<file path="src/rtl/mixer_16.sv">
// ---------------------------------------------------------------------------
// mixer_16 -- sixteen-channel audio mixer for the synth voice path.
//
// Sums sixteen unsigned 16-bit voice samples into one 20-bit unsigned sum.
// There is no truncation, scaling or saturation. The largest possible sum is
// 16 * 65535 = 20'hFFFF0, so the output width holds every sum.
//
// Ports
//   clk             in   1   system clock, rising-edge active
//   rst_n           in   1   asynchronous active-low reset (clears mixed_q only)
//   signal1..16     in  16   channel samples, unsigned
//   mixed_signal    out 20   combinational sum of all channels (latency 0)
//   mixed_q         out 20   mixed_signal registered on rising clk (latency 1)
// ---------------------------------------------------------------------------
module mixer_16 #(
  parameter int IN_W  = 16,
  parameter int N_CH  = 16,
  parameter int OUT_W = 20
) (
  input  logic             clk,
  input  logic             rst_n,
  input  logic [IN_W-1:0]  signal1,
  input  logic [IN_W-1:0]  signal2,
  input  logic [IN_W-1:0]  signal3,
  input  logic [IN_W-1:0]  signal4,
  input  logic [IN_W-1:0]  signal5,
  input  logic [IN_W-1:0]  signal6,
  input  logic [IN_W-1:0]  signal7,
  input  logic [IN_W-1:0]  signal8,
  input  logic [IN_W-1:0]  signal9,
  input  logic [IN_W-1:0]  signal10,
  input  logic [IN_W-1:0]  signal11,
  input  logic [IN_W-1:0]  signal12,
  input  logic [IN_W-1:0]  signal13,
  input  logic [IN_W-1:0]  signal14,
  input  logic [IN_W-1:0]  signal15,
  input  logic [IN_W-1:0]  signal16,
  output logic [OUT_W-1:0] mixed_signal,
  output logic [OUT_W-1:0] mixed_q
);

  // Each tree level is one bit wider than the level below it, so no carry is
  // ever lost: 17, 18, 19, then 20 bits at the root.
  localparam int L1_W = IN_W + 1;
  localparam int L2_W = IN_W + 2;
  localparam int L3_W = IN_W + 3;

  logic [IN_W-1:0] samples [N_CH];
  logic [L1_W-1:0] lvl1    [8];
  logic [L2_W-1:0] lvl2    [4];
  logic [L3_W-1:0] lvl3    [2];
  logic [OUT_W-1:0] mixed_d;

  assign samples[0]  = signal1;
  assign samples[1]  = signal2;
  assign samples[2]  = signal3;
  assign samples[3]  = signal4;
  assign samples[4]  = signal5;
  assign samples[5]  = signal6;
  assign samples[6]  = signal7;
  assign samples[7]  = signal8;
  assign samples[8]  = signal9;
  assign samples[9]  = signal10;
  assign samples[10] = signal11;
  assign samples[11] = signal12;
  assign samples[12] = signal13;
  assign samples[13] = signal14;
  assign samples[14] = signal15;
  assign samples[15] = signal16;

  // Balanced tree: 8 -> 4 -> 2 -> 1 adders, operands zero-extended by one bit
  // per level so the adder width matches the result width.
  genvar gi;
  generate
    for (gi = 0; gi < 8; gi++) begin : g_lvl1
      assign lvl1[gi] = {1'b0, samples[2*gi]} + {1'b0, samples[2*gi+1]};
    end
    for (gi = 0; gi < 4; gi++) begin : g_lvl2
      assign lvl2[gi] = {1'b0, lvl1[2*gi]} + {1'b0, lvl1[2*gi+1]};
    end
    for (gi = 0; gi < 2; gi++) begin : g_lvl3
      assign lvl3[gi] = {1'b0, lvl2[2*gi]} + {1'b0, lvl2[2*gi+1]};
    end
  endgenerate

  assign mixed_d      = {1'b0, lvl3[0]} + {1'b0, lvl3[1]};
  assign mixed_signal = mixed_d;

  // The combinational path is independent of reset; only the registered copy
  // is cleared.
  always_ff @(posedge clk or negedge rst_n) begin
    if (!rst_n) begin
      mixed_q <= '0;
    end else begin
      mixed_q <= mixed_d;
    end
  end

endmodule

</file>
<file path="config.mk">
export PLATFORM = sky130hd
export DESIGN_NAME = mixer_16
export DESIGN_NICKNAME = d
export VERILOG_FILES = /design/src/rtl/mixer_16.sv
export SDC_FILE = /design/constraint.sdc
export NUM_CORES = 1
export LEC_CHECK = 0
export ABC_CLOCK_PERIOD_IN_PS = 8800
export CORE_MARGIN = 3
export CORE_UTILIZATION = 45
export DETAILED_ROUTE_END_ITERATION = 12
export PLACE_DENSITY = 0.93
export SYNTH_ARGS = -nofsm -noshare
export SYNTH_HDL_FRONTEND = slang
export SYNTH_SLANG_ARGS = --single-unit
</file>
<file path="constraint.sdc">
create_clock -name clk -period 8.8 [get_ports clk]
set_clock_uncertainty 0.05 [all_clocks]
set_input_delay 1.76 -clock clk [delete_from_list [all_inputs] [get_ports clk]]
set_output_delay 1.76 -clock clk [all_outputs]
set_load 0.05 [all_outputs]
</file>
# Word-level counts from Yosys, hierarchy flattened
# Cells that the tools add are included.
# Widths: inputs -> output; s select.
dict set report op_classes {
  addsub 15
}
# cell count
set ops {}
lappend ops {{$add 16x16->17} 8}
lappend ops {{$add 17x17->18} 4}
lappend ops {{$add 18x18->19} 2}
lappend ops {{$add 19x19->20} 1}
dict set report word_totals {
  reg_bits 20
  inputBits 258
  out_inout_bits 40
  elab_cells 16
}

# Logic depth before layout (Yosys ltp)
dict set report depth {
  ltp_word 4
  depth_mapped 20
  mapped_depth_nobuf 20
}

# Worst setup path before layout
# Ideal clock, no wire load.
dict set report synth_path {
  path_kind {input-to-output}
  start {input signal13[2]}
  end {output mixed_signal[16]}
  arrival_time_ns 7.873
  required_time_ns 6.990
  setup_slack_ns -0.883
  cell_stages 18
  path_buffers 0
  cell_sequence {inv_1 -> fa_1 -> fa_1 -> inv_1 -> fa_1 -> fa_1 -> fa_1 -> inv_1 -> fa_1 -> inv_1 -> ha_1 -> fa_1 -> a21o_1 -> nand4_1 -> a21oi_1 -> a31o_2 -> o21a_1 -> nor4_1}
}
dict set report synth_via {
  elab_chain_len 4
}
# item line_no
set synth_lines {}
lappend synth_lines {{start, declared} 34} ;# input logic [IN_W-1:0] signal13,
lappend synth_lines {{$add 16x16->17} 76} ;# assign lvl1[gi] = {1'b0, samples[2*gi]} + {1'b0, samples[2*gi+1]};
lappend synth_lines {{$add 17x17->18} 79} ;# assign lvl2[gi] = {1'b0, lvl1[2*gi]} + {1'b0, lvl1[2*gi+1]};
lappend synth_lines {{$add 18x18->19} 82} ;# assign lvl3[gi] = {1'b0, lvl2[2*gi]} + {1'b0, lvl2[2*gi+1]};
lappend synth_lines {{$add 19x19->20} 86} ;# assign mixed_d = {1'b0, lvl3[0]} + {1'b0, lvl3[1]};
lappend synth_lines {{end, declared} 38} ;# output logic [OUT_W-1:0] mixed_signal,
# Every way passes these cells.

# Final worst setup path
dict set report layout_path {
  start {input signal4[7]}
  end {output mixed_signal[18]}
}
dict set report layout_via {
  elab_chain_len 4
}
# item line_no
set layout_lines {}
lappend layout_lines {{start, declared} 25} ;# input logic [IN_W-1:0] signal4,
lappend layout_lines {{$add 16x16->17} 76}
lappend layout_lines {{$add 17x17->18} 79}
lappend layout_lines {{$add 18x18->19} 82}
lappend layout_lines {{$add 19x19->20} 86}
# Every way passes these cells.

==> metrics.txt <==
Pins Over Slew Limit 0; hold-fix buffer count after cts 0; count of non-filler cells in the finished layout 1272; number of fill cells in the layout 1007; number of flip-flops in the largest register 20; detailed-routed wire length on met3 1.48 mm; largest net degree at the start of global routing 21; drt first pass iters 4; residual overflow from global routing 0; number of unique standard cell types used by synthesis 39; total wirelength of the detailed-routed design 21.7 mm; post-synthesis to final-layout area growth 58.7%; number of global-route vias before repair 7274; area of the multi-input gates 5860 µm²; Cells after Synth 717; worst-case headroom to the max-slew limit 0.374; category of the most critical setup path input pin to output pin; nature of the critical path endpoint output pin; setup repair after global routing missed its margin true; cell count after placement 1251; number of top-level pins 298; CP Data Arrival Time 7.00 ns; DR iter-0 viols 127; root cell of the clock tree clkbuf_16; clock slew at reported path FFs 0.06 ns; Period Utilization, post-route 1.00; flip-flop and latch area 500 µm²; share of post-route cells with drive strength above 1 0.288; vias per cell 4.63; final net count 1567; failing checks setup timing; critical-path maximum fanout 4; antenna viol nets, final 0; worst slack after detailed placement -0.668 ns; Total Die Area 17500 µm²; net count after synthesis 1224; data required time of the worst path 6.99 ns; length of routed wiring on met1 6.43 mm; number of DRC violations after detailed routing 0; Starting Density 0.466; register bit total from synthesis 20; Max H-tree Level 1; number of antenna violations at the first check in global routing 2; count of warnings emitted by yosys 0; area share of the leading cell type in the synthesized netlist 0.613; Final Setup Violations 2; total half-perimeter wirelength after legalization and detailed placement 19.6 mm; largest registers mixed_q (20); result of the run finished, violations left; top register by number of flip-flops mixed_q; worst slew pin tran 0.936 ns; Hold Fails Final Rpt 0; startpoint type of the worst setup path input pin; max-capacitance violation count 0; post-synth top area cell fa_1; cell types occupying the most area after synthesis fa_1, inv_1, dfrtp_1; routed wire length per instance 17.1 µm; kind of path behind the tightest hold check input pin to async pin; core outline area 15400 µm²; TritonCTS Sinks 20; slack of the critical path -0.0118 ns; Syn Area/Cell 10.0 µm²; WL met2 12.9 mm; TritonCTS clock tree built; area of the mapped netlist 7190 µm²; post-layout minimum cycle time 8.81 ns; register area share after synthesis 0.0696; global placer's final weighted congestion 0.857; Std-Cell Rows 45; number of buffers created by CTS 3; horizontal die dimension 132 µm; vertical extent of the die 132 µm; total number of vias 5885; highest achievable clock rate 0.113 GHz; topmost layer with routed signal wires met4; wire length of the first global-routing pass 34.5 mm; overall fraction of global-route tracks in use 0.249; Port-buffer cells 297; number of buffers between clock root and the deepest sink 2
[final timing paths]
check | from | to | slack (ns) | cells after the start
max in group asynchronous | rst_n | mixed_q[15] | 6.14 | 1
worst max-delay path | signal4[7] | mixed_signal[18] | -0.01 | 19
worst min-delay path | rst_n | mixed_q[8] | 1.98 | 1
min in group clk | signal16[0] | mixed_q[0] | 2.11 | 2
[cell usage in the layout (no fill, tap or decap), drive strengths merged, types with 2 or more instances in the layout]
master	instances
clkdlybuf4s50	127
a211oi	2
diode	2
dlygate4sd2	76
a31oi	3
dlymetal6s2s	34
inv	356
dfrtp	20
buf	70
xnor2	8
fa	220
o21ai	6
clkbuf	26
xor2	4
nor3	2
a21oi	12
o21a	6
a21o	8
nand3	3
ha	29
nand2	5
o21bai	2
clkdlybuf4s15	14
nand4	2
nor2	8
[metrics by stage]
step	hold slack, ns	utilization	setup TNS [ns]	cell area, µm²
final	1.98	0.739	-0.0178	11400
after global routing	2.09	0.739	-0.369	11400
after CTS	2.02	0.721	-0.0545	11100
after detailed placement	2.29	0.700	-4.21	10800
after global placement	2.29	0.700	-3.19	10800
after floorplan	1.41	-	0	7210
[per-layer routing]
layer / vias to the layer above / GRT usage
met5: - / 0
met4: 0 / 0.0866
met3: 70 / 0.0565
met2: 273 / 0.510
met1: 2952 / 0.236
li1: 2590 / -
[synthesized netlist by cell type]
master	instances
ha_1	29
and3_2	1
a211oi_2	1
a31oi_1	3
nor4_1	1
clkbuf_1	2
fa_1	220
a41o_1	1
nand2b_1	1
nand2_1	5
clkbuf_2	1
o31a_1	1
xor2_1	4
o21ai_1	1
a311oi_1	1
a21oi_1	12
nand4_1	2
nor2b_1	1
buf_2	2
nor4b_1	1
a21o_1	8
a2111oi_0	1
o31ai_1	1
nor3b_1	1
nor2_1	8
inv_1	356
o21ai_0	5
o21a_1	6
o211ai_1	1
nor3_1	2
dfrtp_1	20
nand3_1	3
a31o_2	1
a211oi_1	1
or2_2	1
xnor2_1	8
o21bai_1	2
and2_1	1
or3_1	1
[final cells by class]
class,count,area share
Inverter,356,0.117
Clock buffer,4,0.00779
Antenna cell,2,0.000439
Multi-Input combinational cell,336,0.514
Sequential cell,20,0.0439
Tap cell,211,0.0231
Timing Repair Buffer,343,0.294
[cells by family (layout without fill, tap and decap cells)]
logic type,Yosys count,in the layout,share of synthesized area
buffers and inverters,361,703,0.189
AND/OR/NAND/NOR,29,29,0.0205
flip-flops,20,20,0.0696
XOR/XNOR,12,12,0.0146
adder cells (fa/ha/maj),249,249,0.663
AO/OA/AOI/OAI,46,46,0.0430
other,0,2,0
[timing repair]
item                                    CTS  global route
endpoints found under the setup margin   13            11
gates resized for setup                 282           178
pin swaps                               121           112
buffers inserted                          9             8
[critical path: stages]
cell and delay, ns:
clkdlybuf4s50_1 0.46, inv_1 0.05, fa_1 0.47, inv_1 0.05, fa_1 0.47, fa_1 0.52
fa_1 0.52, fa_1 0.50, inv_1 0.05, fa_1 0.51, inv_2 0.06, ha_4 0.28
nand4_1 0.15, a21oi_2 0.25, buf_4 0.15, nor2_4 0.04, o21a_1 0.18, or3_4 0.38
buf_8 0.16
Power is not shown: default switching activity piles up to over one toggle a cycle in this logic, so the estimate is an artifact.
